===== src/rtl/conv33_window_pkg.sv =====
// Shared constants for the conv33 family: window geometry and index-width helper.
// Window index convention: r=0 is the oldest row (row-2), c=0 is the leftmost column (col-2).
package conv33_window_pkg;

    localparam int WIN_N          = 3;
    localparam int WIN_ROW_OLDEST = 0;
    localparam int WIN_COL_LEFT   = 0;

    // Counter/address width for a dimension of n entries; never narrower than 1 bit.
    function automatic int idx_w(input int n);
        return (n > 1) ? $clog2(n) : 1;
    endfunction

endpackage


===== src/rtl/conv33_linebuf.sv =====
// One image row of storage: synchronous write, asynchronous read-before-write.
// Small and addressed by column, so it maps onto distributed RAM.
module conv33_linebuf
    import conv33_window_pkg::*;
#(
    parameter int DATA_WIDTH = 8,
    parameter int DEPTH      = 28,
    localparam int AW        = idx_w(DEPTH)
) (
    input  logic                  clk,
    input  logic [AW-1:0]         addr,
    input  logic                  wr_en,
    input  logic [DATA_WIDTH-1:0] wr_data,
    output logic [DATA_WIDTH-1:0] rd_data
);

    logic [DATA_WIDTH-1:0] mem [DEPTH];

    always_ff @(posedge clk) begin
        if (wr_en) begin
            mem[addr] <= wr_data;
        end
    end

    // Combinational read returns the pre-write contents within the write cycle.
    assign rd_data = mem[addr];

endmodule


===== src/rtl/conv33_window.sv =====
// Streaming 3x3 sliding-window generator: two line buffers feed the right column of a
// 3x3 register window, emitted under a single-register valid/ready handshake.
module conv33_window
    import conv33_window_pkg::*;
#(
    parameter int DATA_WIDTH = 8,
    parameter int IMG_W      = 28,
    parameter int IMG_H      = 28
) (
    input  logic                  clk,
    input  logic                  rst,
    input  logic                  pix_valid_in,
    output logic                  pix_ready_out,
    input  logic [DATA_WIDTH-1:0] pix_data,
    output logic                  win_valid_out,
    input  logic                  win_ready_in,
    output logic [DATA_WIDTH-1:0] win_0_0,
    output logic [DATA_WIDTH-1:0] win_0_1,
    output logic [DATA_WIDTH-1:0] win_0_2,
    output logic [DATA_WIDTH-1:0] win_1_0,
    output logic [DATA_WIDTH-1:0] win_1_1,
    output logic [DATA_WIDTH-1:0] win_1_2,
    output logic [DATA_WIDTH-1:0] win_2_0,
    output logic [DATA_WIDTH-1:0] win_2_1,
    output logic [DATA_WIDTH-1:0] win_2_2,
    output logic                  win_last
);

    localparam int COL_W = idx_w(IMG_W);
    localparam int ROW_W = idx_w(IMG_H);

    localparam logic [COL_W-1:0] COL_LAST  = COL_W'(IMG_W - 1);
    localparam logic [ROW_W-1:0] ROW_LAST  = ROW_W'(IMG_H - 1);
    localparam logic [COL_W-1:0] COL_FIRST = COL_W'(2);
    localparam logic [ROW_W-1:0] ROW_FIRST = ROW_W'(2);

    logic [COL_W-1:0]      col;
    logic [ROW_W-1:0]      row;
    logic [DATA_WIDTH-1:0] win [WIN_N][WIN_N];
    logic [DATA_WIDTH-1:0] lb0_rd;
    logic [DATA_WIDTH-1:0] lb1_rd;
    logic                  win_valid_q;
    logic                  win_last_q;
    logic                  acc;
    logic                  emit;
    logic                  at_col_last;
    logic                  at_row_last;

    assign pix_ready_out = ~win_valid_q | win_ready_in;
    assign acc           = pix_valid_in & pix_ready_out;
    assign at_col_last   = (col == COL_LAST);
    assign at_row_last   = (row == ROW_LAST);
    assign emit          = (row >= ROW_FIRST) && (col >= COL_FIRST);

    // lb0 holds the previous row, lb1 the row before it; lb1 is refilled from lb0's old word.
    conv33_linebuf #(.DATA_WIDTH(DATA_WIDTH), .DEPTH(IMG_W)) u_lb0 (
        .clk     (clk),
        .addr    (col),
        .wr_en   (acc),
        .wr_data (pix_data),
        .rd_data (lb0_rd)
    );

    conv33_linebuf #(.DATA_WIDTH(DATA_WIDTH), .DEPTH(IMG_W)) u_lb1 (
        .clk     (clk),
        .addr    (col),
        .wr_en   (acc),
        .wr_data (lb0_rd),
        .rd_data (lb1_rd)
    );

    always_ff @(posedge clk) begin
        if (rst) begin
            col         <= '0;
            row         <= '0;
            win_valid_q <= 1'b0;
            win_last_q  <= 1'b0;
            for (int r = 0; r < WIN_N; r++) begin
                for (int c = 0; c < WIN_N; c++) begin
                    win[r][c] <= '0;
                end
            end
        end else if (acc) begin
            for (int r = 0; r < WIN_N; r++) begin
                win[r][0] <= win[r][1];
                win[r][1] <= win[r][2];
            end
            win[0][2] <= lb1_rd;
            win[1][2] <= lb0_rd;
            win[2][2] <= pix_data;

            if (at_col_last) begin
                col <= '0;
                row <= at_row_last ? '0 : row + ROW_W'(1);
            end else begin
                col <= col + COL_W'(1);
            end

            // Left-edge accepts still shift but never emit, so row-wrap stale columns stay hidden.
            win_valid_q <= emit;
            win_last_q  <= emit && at_row_last && at_col_last;
        end else if (win_ready_in) begin
            win_valid_q <= 1'b0;
        end
    end

    assign win_valid_out = win_valid_q;
    assign win_last      = win_last_q;
    assign win_0_0       = win[0][0];
    assign win_0_1       = win[0][1];
    assign win_0_2       = win[0][2];
    assign win_1_0       = win[1][0];
    assign win_1_1       = win[1][1];
    assign win_1_2       = win[1][2];
    assign win_2_0       = win[2][0];
    assign win_2_1       = win[2][1];
    assign win_2_2       = win[2][2];

endmodule


===== config.mk =====
export PLATFORM = sky130hd
export DESIGN_NAME = conv33_window
export DESIGN_NICKNAME = d
export VERILOG_FILES = /design/src/rtl/conv33_window_pkg.sv /design/src/rtl/conv33_linebuf.sv /design/src/rtl/conv33_window.sv
export SDC_FILE = /design/constraint.sdc
export NUM_CORES = 1
export LEC_CHECK = 0
export CAP_MARGIN = 15
export CORE_MARGIN = 5
export CORE_UTILIZATION = 40
export CTS_BUF_LIST = sky130_fd_sc_hd__clkbuf_2
export DETAILED_ROUTE_END_ITERATION = 10
export PLACE_DENSITY_LB_ADDON = 0.15
export SYNTH_ARGS = -nofsm -noshare
export SYNTH_HDL_FRONTEND = slang
export SYNTH_SLANG_ARGS = --single-unit
export TNS_END_PERCENT = 20

===== constraint.sdc =====
create_clock -name clk -period 2.69 [get_ports clk]
set_input_delay 0.4035 -clock clk [delete_from_list [all_inputs] [get_ports clk]]
set_output_delay 0.4035 -clock clk [all_outputs]
set_load 0.02 [all_outputs]

==> results.toml, run 1 <==
[run_status]
status = "finished clean"

[power]
cellPowerDensity_nw_per_um2 = 652
seqPwrFrac_pct = 58.8
p_sw_mw = 4.05
p_int_mw = 12.0
combPwrFrac_pct = 7.2
p_sw_share_pct = 25.2
ir_worst_vdd_uv = 341
p_leak_nw = 8.52
clkPwrFrac_pct = 34.0

[logic_synthesis]
ys_warn_count = 0
avgSynthCellArea_sq_um = 18.8
yosysTopAreaCellShare_pct = 74.9
yosys-top-cells-area = "edfxtp_1 (75%), mux4_2 (6.3%), mux2i_1 (4.3%)"
synth_cell_types = 53
synth_common_cells = "edfxtp_1 (520), mux2i_1 (90), and2_1 (58), mux4_2 (58), nor2_1 (42)"
syn_nets = 1125
yosysMostFrequentCell = "edfxtp_1"
synth.yosys.seq_area_share_pct = 76.5
netlist_area_sq_um = 20900
async_reset_ff_share_pct = 0
synth-edff-count = 520
yosysTopAreaCell = "edfxtp_1"
synthFlopType = "edfxtp_1"
synth-seq-cells = 537
syn_inst = 1107

[timing]
rsz0062_at_grt = "false"
finalHoldViolCount = 0
worst_pin_slew_ps = 1010
fin_crit_ps = 2550
maxSlewHeadroom_pct = 32.6
setup_slack_ps = 136
clock.fmax_mhz = 392
fin_skew_ps = 104
setup_viol = 0
drv_slew = 0
finalCritPeriodShare_pct = 94.9

[drt]
vias_per_cell = 5.29
wl_um = 52700
vias = 11500
drt_iter0_drc = 914
drt.antenna.violating_nets = 0
firstDrtPassIters = 5
wl_per_cell_um = 24.2
drc = 0

[layout]
multi_input_area_sq_um = 4570
fin_cells = 2177
num-nets-final = 1415
fill_cells = 4525
register_area_sq_um = 16000
area_growth_pct = 18.2
drive_gt1_share_pct = 28.1
post-route-util_pct = 47.9

[cts]
cts_root_buf = "clkbuf_2"
cts_made_buffers = 142
postCtsSetupBuffers = 0
cts.clk_slew.worst_paths_ps = 100
htreeDepth = 4
clock_sinks = 537
insertion_delay_ps = 1290
cts_tree = "yes"
cts.path.max_buffers = 3

[global_route]
grt_max_degree = 73
grt_use_total_pct = 18.7
grt_pass1_wl_um = 77100
grt.overflow.total = 0
grt_pass1_vias = 11800
antenna_found_initial = 2

[worst_setup_path]
critPathCaptureType = "flip-flop"
start_kind = "flip-flop"
cp.required_ps = 3670
crit_type = "reg -> reg"
crit_arrival_ps = 3530
critPathMaxFanout = 19

[floorplanning]
start_util_pct = 40.5
die_area_sq_um = 56800
dieWidth_um = 238
rows = 83
io_pins = 87
die_h_um = 238
design.core.area_sq_um = 51500

[placement]
gp_congestion = 0.846
dp_cells = 1921
dp_slack_ps = 112
hpwl_um = 33400
io_buffers = 86

[flow_run]
cap_violations = 0

[min_path]
hp-class = "in -> reg"
-- critical path: stages, from the launching register on --
cell and delay, ps:
dfxtp_4 590, buf_4 270, mux4_1 730, nand2b_1 210, a32oi_1 340, o32ai_1 130
-- registers in the layout (all words and copies together), names as in the netlist, named ones only --
name	flops
win_valid_out	1
col	5
u_lb1.mem	224
u_lb0.mem	224
win	72
row	5
win_last	1
-- routing by layer --
layer  up-vias  global-route usage (%)  wire length (um)
met2       464                    29.1             24800
met3        85                    6.07              3970
met5         -                       0                 0
li1       5115                       -                 -
met4         0                    6.80              1270
met1      5843                    24.9             22700
-- cells by family (layout without fill, tap and decap cells) --
family                     Yosys count  in the layout  synth area share, %
DFF                                537            537                 76.5
and+or+nand+nor                    206            206                 5.14
muxes                              165            165                 12.2
AOI/OAI and AO/OA                  120            120                 4.02
buffers and inverters               72            456                 1.76
adders and majority gates            6              6                0.360
xor gates and xnor gates             1              1               0.0420
other                                0              6                    0
-- power groups by stage --
| stage | sequential, mW | clock (mW) | combinational, mW |
|---|---|---|---|
| global placement | 9.64 | 0 | 1.21 |
| floorplan | 9.72 | 0 | 0.522 |
| finish | 9.45 | 5.46 | 1.16 |
| global route | 9.47 | 6.15 | 1.24 |
| detailed placement | 9.65 | 0 | 1.22 |
| CTS | 9.45 | 5.69 | 1.18 |
-- final cells by class --
class | instances | area share [%]
Sequential cell | 537 | 64.8
Tap cell | 680 | 3.45
Antenna cell | 6 | 0.0609
Clock inverter | 33 | 0.782
Timing Repair Buffer | 203 | 8.03
Inverter | 15 | 0.233
Clock buffer | 205 | 4.16
Multi-Input combinational cell | 498 | 18.5
-- layout by cell type, fill, tap and decap left out, types with 7 or more instances in the layout --
master / netlist / layout
and2_1: 58 / 58
buf_12: 1 / 24
a221oi_1: 7 / 7
clkdlybuf4s50_1: 0 / 11
dlygate4sd2_1: 0 / 69
dfxtp_1: 17 / 13
inv_2: 0 / 7
mux4_1: 9 / 9
edfxtp_1: 520 / 520
clkinv_1: 3 / 21
nor2_2: 0 / 7
mux2i_1: 90 / 90
dlygate4sd3_1: 0 / 12
inv_1: 12 / 11
mux4_2: 58 / 58
mux2_2: 8 / 8
a21oi_1: 24 / 24
nand3_1: 24 / 24
nand2_1: 37 / 37
a22oi_1: 27 / 27
clkbuf_2: 0 / 206
o21ai_0: 16 / 16
a31o_2: 7 / 7
nor2b_1: 10 / 9
a31oi_1: 10 / 10
buf_4: 14 / 81
nor2_1: 42 / 34
-- stage by stage --
| step | area [sq um] | total power [mW] | hold WS, ps | TNS, ps |
|---|---|---|---|---|
| final | 24700 | 16.1 | 449 | 0 |
| after floorplan | 20900 | 10.2 | 465 | -2130 |
| after detailed placement | 23400 | 10.9 | 476 | 0 |
| after global routing | 24600 | 16.9 | 343 | 0 |
| after global placement | 23400 | 10.9 | 465 | 0 |
| after CTS | 24600 | 16.3 | 265 | -151 |
-- final timing paths --
path | from | endpoint | slack (ps) | cells after the start
worst max-delay path | flip-flop | win[0][2]$_SDFFCE_PN0P_ | 140 | 5
worst min-delay path | rst | flip-flop | 450 | 4
worst max register to register | flip-flop | win[0][2]$_SDFFCE_PN0P_ | 140 | 5
worst min register to register | win_last$_SDFFE_PP0P_ | win_last$_SDFFE_PP0P_ | 500 | 1
-- what timing repair did --
action	CTS	global route
gates cloned	0	0
hold endpoints to repair	244	0
hold buffers	12	0
endpoints found under the setup margin	75	2
resized for setup	83	7
(Power assumes the default switching activity.)
==> run 2, diff against run 1 <==
Settings changed: SLEW_MARGIN from default to 20.
Clock period 2.69 ns to 3.15 ns, I/O delays scaled along.
==> results.toml, run 2 (same netlist as run 1, synthesis figures left out) <==
[run_status]
status = "finished clean"

[global_route]
grt_use_total_pct = 18.4
grt_pass1_vias = 11800
top_usage_layer = "met2"
use_met3_pct = 5.89
antenna_found_initial = 5
use_met1_pct = 24.0
grt_util_met2_pct = 29.7
grt_pass1_wl_um = 76700
grt.overflow.total = 0
grt_max_degree = 42

[power]
total_power_mw = 14.0
p_leak_nw = 8.21
cellPowerDensity_nw_per_um2 = 571
ir_worst_vdd_uv = 301

[placement]
dp_slack_ps = -54.1
hpwl_um = 32600
gp_congestion = 0.807
io_buffers = 86

[layout]
fill_cells = 4530
mostFrequentLayoutCells = "edfxtp_1 (520), clkbuf_2 (225), mux2i_1 (90)"
multi_input_area_sq_um = 4560
register_area_sq_um = 16000
num-nets-final = 1397
layout_commonest_cell = "edfxtp_1"
drive_gt1_share_pct = 27.6
area_growth_pct = 17.3
largestRegisters = "u_lb0.mem (224), u_lb1.mem (224), win (72)"

[drt]
firstDrtPassIters = 7
wl_um = 52200
vias = 11300
vias_per_cell = 5.23
drc = 0
wl_per_cell_um = 24.1
drt_iter0_drc = 868
drt.antenna.violating_nets = 0

[worst_setup_path]
cp_cell_sequence = "buf_12 -> buf_4 -> mux2i_1 -> a22oi_1 -> a21oi_1 -> nor3_2 -> buf_12"
cp.required_ps = 4130
cpMostUsedCell = "buf_12"
start_kind = "flip-flop"
critPathCaptureType = "flip-flop"
crit_arrival_ps = 3960
slowest_delay_ps = 730
crit_type = "reg -> reg"
critPathMaxFanout = 29
slowest_stage = "dfxtp_4"

[cts]
cts.path.max_buffers = 3
cts.clk_slew.worst_paths_ps = 100
clock_sinks = 537
postCtsSetupBuffers = 0
htreeDepth = 4
cts_tree = "yes"
cts_root_buf = "clkbuf_2"
cts_made_buffers = 144
insertion_delay_ps = 1300

[floorplanning]
io_pins = 87
die_area_sq_um = 56800
start_util_pct = 40.5
rows = 83
design.core.area_sq_um = 51500
die_h_um = 238
dieWidth_um = 238

[timing]
maxSlewHeadroom_pct = 36.7
worst_pin_slew_ps = 946
finalHoldViolCount = 0
drv_slew = 0
setup_viol = 0
setup_slack_ps = 164
fin_crit_ps = 2990
clock.fmax_mhz = 335
finalCritPeriodShare_pct = 94.8
fin_skew_ps = 97.4
holdWs_ps = 347

[min_path]
hp-start = "pix_data[4]"
hp-class = "in -> reg"

[flow_run]
cap_violations = 0
==> run 2: cell types whose count changed in the layout (fill, tap and decap cells not counted), moves of 3 or more <==
cell,change
buf_12,-16
buf_4,-4
clkbuf_2,+19
clkdlybuf4s15_1,-4
clkdlybuf4s50_1,+72
clkinv_1,-4
dlygate4sd2_1,-68
inv_2,-7
nor2_1,+3
nor2_2,-3
==> run 2: per-stage QoR <==
stage               area [sq um]  cells  util [%]  setup TNS (ps)
floorplan                  20900   1107         -               0
global placement           23000   1901      44.7           -90.9
detailed placement         23000   1901      44.7           -54.1
CTS                        24400   2160      47.4               0
global route               24500   2166      47.5           -5.44
finish                     24500   2167      47.5               0
==> run 2: what timing repair did <==
| item | CTS | global route |
|---|---|---|
| setup endpoints to repair | 1 | 2 |
| cloned | 0 | 0 |
| gates resized for setup | 2 | 2 |
| hold buffers | 12 | 0 |
| endpoints found under the hold margin | 197 | 0 |
==> run 2: layout make-up <==
type	instances	share of cell area (%)
Antenna cell	7	0.0716
Clock buffer	225	4.60
Tap cell	680	3.48
Sequential cell	537	65.3
Timing Repair Buffer	183	6.98
Inverter	15	0.240
Multi-Input combinational cell	498	18.6
Clock inverter	22	0.681
==> run 2: critical path: cells and delay by family, from the launching register on <==
family | cells | cell delay [ps]
buf+inv | 3 | 810
simple gates | 1 | 190
flops | 1 | 730
mux | 1 | 260
compound gates | 2 | 700
==> run 2: report_power, final <==
group	internal (mW)	switching, mW
clock	2.10	2.76
combinational	0.393	0.608
sequential	8.01	0.0794
total	10.5	3.45
==> run 2: worst paths after layout <==
check | end | slack, ps | depth (start not counted)
worst max-delay path | u_lb1.mem[3][4]$_DFFE_PP_ | 160 | 7
worst min-delay path | u_lb0.mem[22][4]$_DFFE_PP_ | 350 | 2
worst max register to register | u_lb1.mem[3][4]$_DFFE_PP_ | 160 | 7
worst min register to register | win_last$_SDFFE_PP0P_ | 500 | 1
==> run 2: metal layers <==
metal | wire length, um | up-vias
li1 | - | 5074
met1 | 22100 | 5733
met2 | 25300 | 440
met3 | 3770 | 87
met4 | 1060 | 2
met5 | 7 | -
==> RTL change 1 (settings of run 1) <==
Change the parameter `IMG_H` from 28 to 14.
--- a/src/rtl/conv33_window.sv
+++ b/src/rtl/conv33_window.sv
@@ -5,7 +5,7 @@
 #(
     parameter int DATA_WIDTH = 8,
     parameter int IMG_W      = 28,
-    parameter int IMG_H      = 28
+    parameter int IMG_H      = 14
 ) (
     input  logic                  clk,
     input  logic                  rst,
Behaviour: same outputs for any inputs over 4 cycles, from zero or initial values and one cycle with rst high; that may be too few to reach the edited logic, so the function may still have changed.
==> RTL change 1 against run 1 <==
  * Sequential cell count shrank 1
  * Global-route usage shrank 0.47 points
  * Power grew 3.0%
  * Area after synthesis shrank 0.68%
  * Critical endpoint is now u_lb1.mem[17][2]
  * Largest cell class unchanged
  * Core utilization grew 0.27 points
  * Final cell count shrank 2.8%
  * Largest power group unchanged
  * Wire length shrank 2.9%
  * Die area shrank 0.65%
  * Final area grew 0.17%
  * Worst setup slack lost 0.12 ns
==> RTL change 1: results (changes against run 1) <==
Run status:
- Run status: finished clean (unchanged).

Critical path:
- The setup slack of the most critical reg-to-reg path came to 0.01 ns (was 0.14 ns).
- The capture point of the worst reg-to-reg path is u_lb1.mem[17][2] (was win[0][2]).
- The highest net fanout along the worst path is 28 (was 19).
- The number of cells on the worst reg-to-reg path is 6 (was 5).
- The critical path data arrival time is 3.66 ns (was 3.53 ns).

Synthesis:
- The synthesized-area fraction occupied by xor and xnor cells is 0.0846% (was 0.0420%).
- The share of the synthesized area in compound gates (AO/OA/AOI/OAI) was 2.83% (was 4.02%).
- The share of synthesized registers carrying an async set or reset came to 0% (unchanged).
- The net count after synthesis is 1064 (was 1125).
- The part of the Yosys area used for sequential elements came to 77.0% (was 76.5%).
- The arithmetic-cell share of the synthesized area counting full adders, half adders and majority gates was 0.242% (was 0.360%).
- The number of distinct standard cells referenced by the synthesized netlist was 47 (was 53).
- The multiplexer fraction of the synthesized cell area was 12.7% (was 12.2%).

Place:
- The post-detailed-placement cell area is 23300 sq um (was 23400 sq um).
- The instance count after placement with tap cells included is 1863 (was 1921).
- The worst setup timing slack at the placement stage came to -0.0367 ns (was 0.112 ns).
- The total half-perimeter wirelength after legalization and detailed placement is 31300 um (was 33400 um).
- The routability-driven placement congestion ratio came to 0.773 (was 0.846).

Pwr:
- The maximum vdd ir drop is 0.317 mV (was 0.341 mV).
- The static leakage is 8.54 nW (was 8.52 nW).

STA:
- The setup clock skew after layout is 0.0950 ns (was 0.104 ns).
- The relative slew slack is 32.5% (was 32.6%).
- The worst hold slack is 0.459 ns (was 0.449 ns).

Layout:
- The total number of nets in the final design is 1356 (was 1415).
- The ratio of cells with drive above 1 in the final layout is 30.0% (was 28.1%).

Routing:
- The average routed wire per standard cell is 24.2 um (about the same).
- The vias after detailed routing came to 11200 (was 11500).
- The number of vias per cell is 5.27 (was 5.29).
- The number of DRC markers in iteration 0 is 972 (was 914).

Hold path:
- The origin of the worst min-delay path is win_ready_in (was rst).
- The number of stages on the worst hold path is 5 (was 4).

Global route:
- The number of global-route vias before repair came to 11500 (was 11800).
- The global router's overall resource usage came to 18.2% (was 18.7%).
## RTL change 1: per-layer routing
metal	vias up	part of all wire (%)	global-route usage, %
li1	4905	-	-
met1	5755	45	26.2
met2	435	45	27.0
met3	62	8.1	6.16
met4	0	1.4	4.88
met5	-	0	0
## RTL change 1: where the power goes
group          internal (mW)  switching [mW]  leakage [nW]
logic                  0.470           0.677          2.56
clock network           2.69            3.28          1.01
registers               9.37          0.0629          4.96
total                   12.5            4.02          8.54
## RTL change 1: worst max-delay path: stages (launching register included)
cell and delay [ns]:
sky130_fd_sc_hd__dfxtp_4 0.61, sky130_fd_sc_hd__buf_12 0.18, sky130_fd_sc_hd__mux4_2 0.48, sky130_fd_sc_hd__mux2_4 0.28, sky130_fd_sc_hd__o211ai_1 0.42, sky130_fd_sc_hd__nand3_2 0.22, sky130_fd_sc_hd__buf_12 0.21
## RTL change 1: worst max-delay path by stage
| stage | cells after the start | slack (ns) | endpoint |
|---|---|---|---|
| after floorplan | 7 | -0.1 | u_lb1.mem[0][1] |
| after global placement | 6 | -0.04 | u_lb1.mem[20][2] |
| after detailed placement | 6 | -0.04 | u_lb1.mem[23][2] |
| after CTS | 3 | -0.16 | pix_ready_out |
| after global routing | 6 | -0.11 | u_lb1.mem[17][2] |
| final | 6 | 0.01 | u_lb1.mem[17][2] |
## RTL change 1: area by class of cell
cell class              count  area [sq um]
fillers                  4447         26600
flip-flops and latches    536         15900
multi-input cells         451          4440
repair buffers            201          2070
clock buffers             203          1020
well taps                 680           851
clock inverters            36           348
inverters                   8          30.0
diodes                      2          5.00
## RTL change 1: repair_timing
item / CTS / global route
endpoints found under the setup margin: 110 / 79
pin swaps: 0 / 1
cloned: 0 / 0
hold endpoints to repair: 205 / 0
setup buffers: 0 / 1
gates resized for setup: 81 / 5
hold buffers: 12 / 0
==> RTL change 2 (flow settings as in run 1) <==
Made on the original files. Reset style: asynchronous (`rst`), changed in one clocked block.
--- a/src/rtl/conv33_window.sv
+++ b/src/rtl/conv33_window.sv
@@ -69,7 +69,7 @@
         .rd_data (lb1_rd)
     );
 
-    always_ff @(posedge clk) begin
+    always_ff @(posedge clk or posedge rst) begin
         if (rst) begin
             col         <= '0;
             row         <= '0;
Formal check against the unedited RTL: differs if rst is asserted again (counterexample within 4 cycles, from zero or initial values and one cycle with rst high); with rst held inactive, the same outputs for 4 cycles.
==> RTL change 2 against run 1 <==
  * Critical path depth increased by 3
  * Sequential cell count decreased by 5
  * Worst setup slack got worse by 0.074 ns
  * Highest routed layer unchanged
  * Global-route usage increased by 1.1 points
  * Die area decreased by 0.28%
  * Largest cell class unchanged
  * Non-clock buffer count increased by 21
  * Core utilization increased by 0.21 points
  * Critical path type unchanged
  * Area after synthesis decreased by 0.29%
  * Wire length increased by 5.7%
  * Final area increased by 0.24%
Power is not compared: it rests on default switching activity, and its combinational part moved more than twofold at a synthesized area within 25%.
==> RTL change 2: results (changes against run 1) <==
Run status:
- Run status: finished clean (unchanged).

Synthesis:
- Cell types occupying the most area after synthesis: sky130_fd_sc_hd__edfxtp_1 (65%), sky130_fd_sc_hd__dfrtp_1 (10%), sky130_fd_sc_hd__mux4_2 (5.7%) (was sky130_fd_sc_hd__edfxtp_1 (75%), sky130_fd_sc_hd__mux4_2 (6.3%), sky130_fd_sc_hd__mux2i_1 (4.3%)).
- The part of the Yosys area used for sequential elements is 74.8% (was 76.5%).
- The net count after synthesis is 1256 (was 1125).
- The share of synthesized registers carrying an async set or reset is 15.8% (was 0%).

Place:
- The routability-driven placement congestion ratio was 0.833 (was 0.846).
- The worst setup timing slack at the placement stage is 0.110 ns (was 0.112 ns).
- The total half-perimeter wirelength after legalization and detailed placement was 36900 um (was 33400 um).

STA:
- The setup clock skew after layout is 0.0977 ns (was 0.104 ns).
- The part of the cycle the worst path needs is 97.7% (was 94.9%).

Critical path:
- The setup slack of the most critical reg-to-reg path is 0.06 ns (was 0.14 ns).
- The critical path data arrival time is 3.58 ns (was 3.53 ns).
- The number of cells on the worst reg-to-reg path is 8 (was 5).

Global route:
- The first-pass GRT wire length came to 82100 um (was 77100 um).

Layout:
- The final-layout clock-cell area share is 5.13% (was 4.94%).
- The share of the final layout cell area in multi-input gates is 19.6% (was 18.5%).
- The ratio of cells with drive above 1 in the final layout is 26.4% (was 28.1%).
- The total number of nets in the final design came to 1557 (was 1415).
- The final-layout fill cell count is 4524 (was 4525).
- The multi-input combinational cell count is 634 (was 498).
- The sequential fraction of total cell area is 63.0% (was 64.8%).
- The number of signal-net inverters in the final layout was 7 (was 15).

CTS:
- The number of hold buffers added after CTS was 13 (was 12).
- The number of clock buffers inserted by TritonCTS is 140 (was 142).
- The clock net sink count is 532 (was 537).
[RTL change 2: metal layers]
layer  global-route usage, %  vias to the layer above  routed length, um
li1                        -                     5462                  -
met1                    27.4                     6185              24400
met2                    29.9                      511              25400
met3                    6.72                      104               4770
met4                    6.43                        0               1250
met5                       0                        -                  0
[RTL change 2: where the power goes]
part	switching [mW]	internal [mW]	leakage, nW
clock network	3.22	2.40	1.00
logic	5.85	3.55	3.33
registers	0.662	11.1	5.06
total	9.73	17.1	9.39
[RTL change 2: worst max-delay path, stage by stage (launching register included)]
cell and delay (ns):
sky130_fd_sc_hd__dfrtp_4 0.58, sky130_fd_sc_hd__buf_12 0.25, sky130_fd_sc_hd__buf_4 0.23, sky130_fd_sc_hd__mux2i_1 0.23
sky130_fd_sc_hd__o22ai_1 0.12, sky130_fd_sc_hd__a211oi_1 0.36, sky130_fd_sc_hd__buf_4 0.21, sky130_fd_sc_hd__nand3_1 0.11
sky130_fd_sc_hd__buf_12 0.20
[RTL change 2: kinds of logic after synthesis]
group / synth area share (%)
buf+inv: 2.00
mux: 11.7
compound gates: 3.68
flops: 74.8
fa+ha+maj: 0.361
simple gates: 7.35
xor+xnor: 0.0421
[RTL change 2: metrics by stage]
step                      cells  area, sq um
after global routing       2321        24700
after detailed placement   2064        23400
after CTS                  2320        24700
after floorplan            1238        20800
after global placement     2064        23400
final                      2323        24700
[RTL change 2: worst min-delay path by stage]
stage,startpoint,end,slack [ns],cells after the start
2_1_floorplan,row[4],row[4],0.50,1
3_3_place_gp,win_0_0[5],win_0_0[5],0.46,2
3_5_place_dp,win_1_0[2],win_1_0[2],0.46,2
4_1_cts,pix_data[6],win_2_2[6],0.31,5
5_1_grt,pix_data[5],win_2_2[5],0.40,5
6_report,win_1_1[3],win_1_0[3],0.45,2
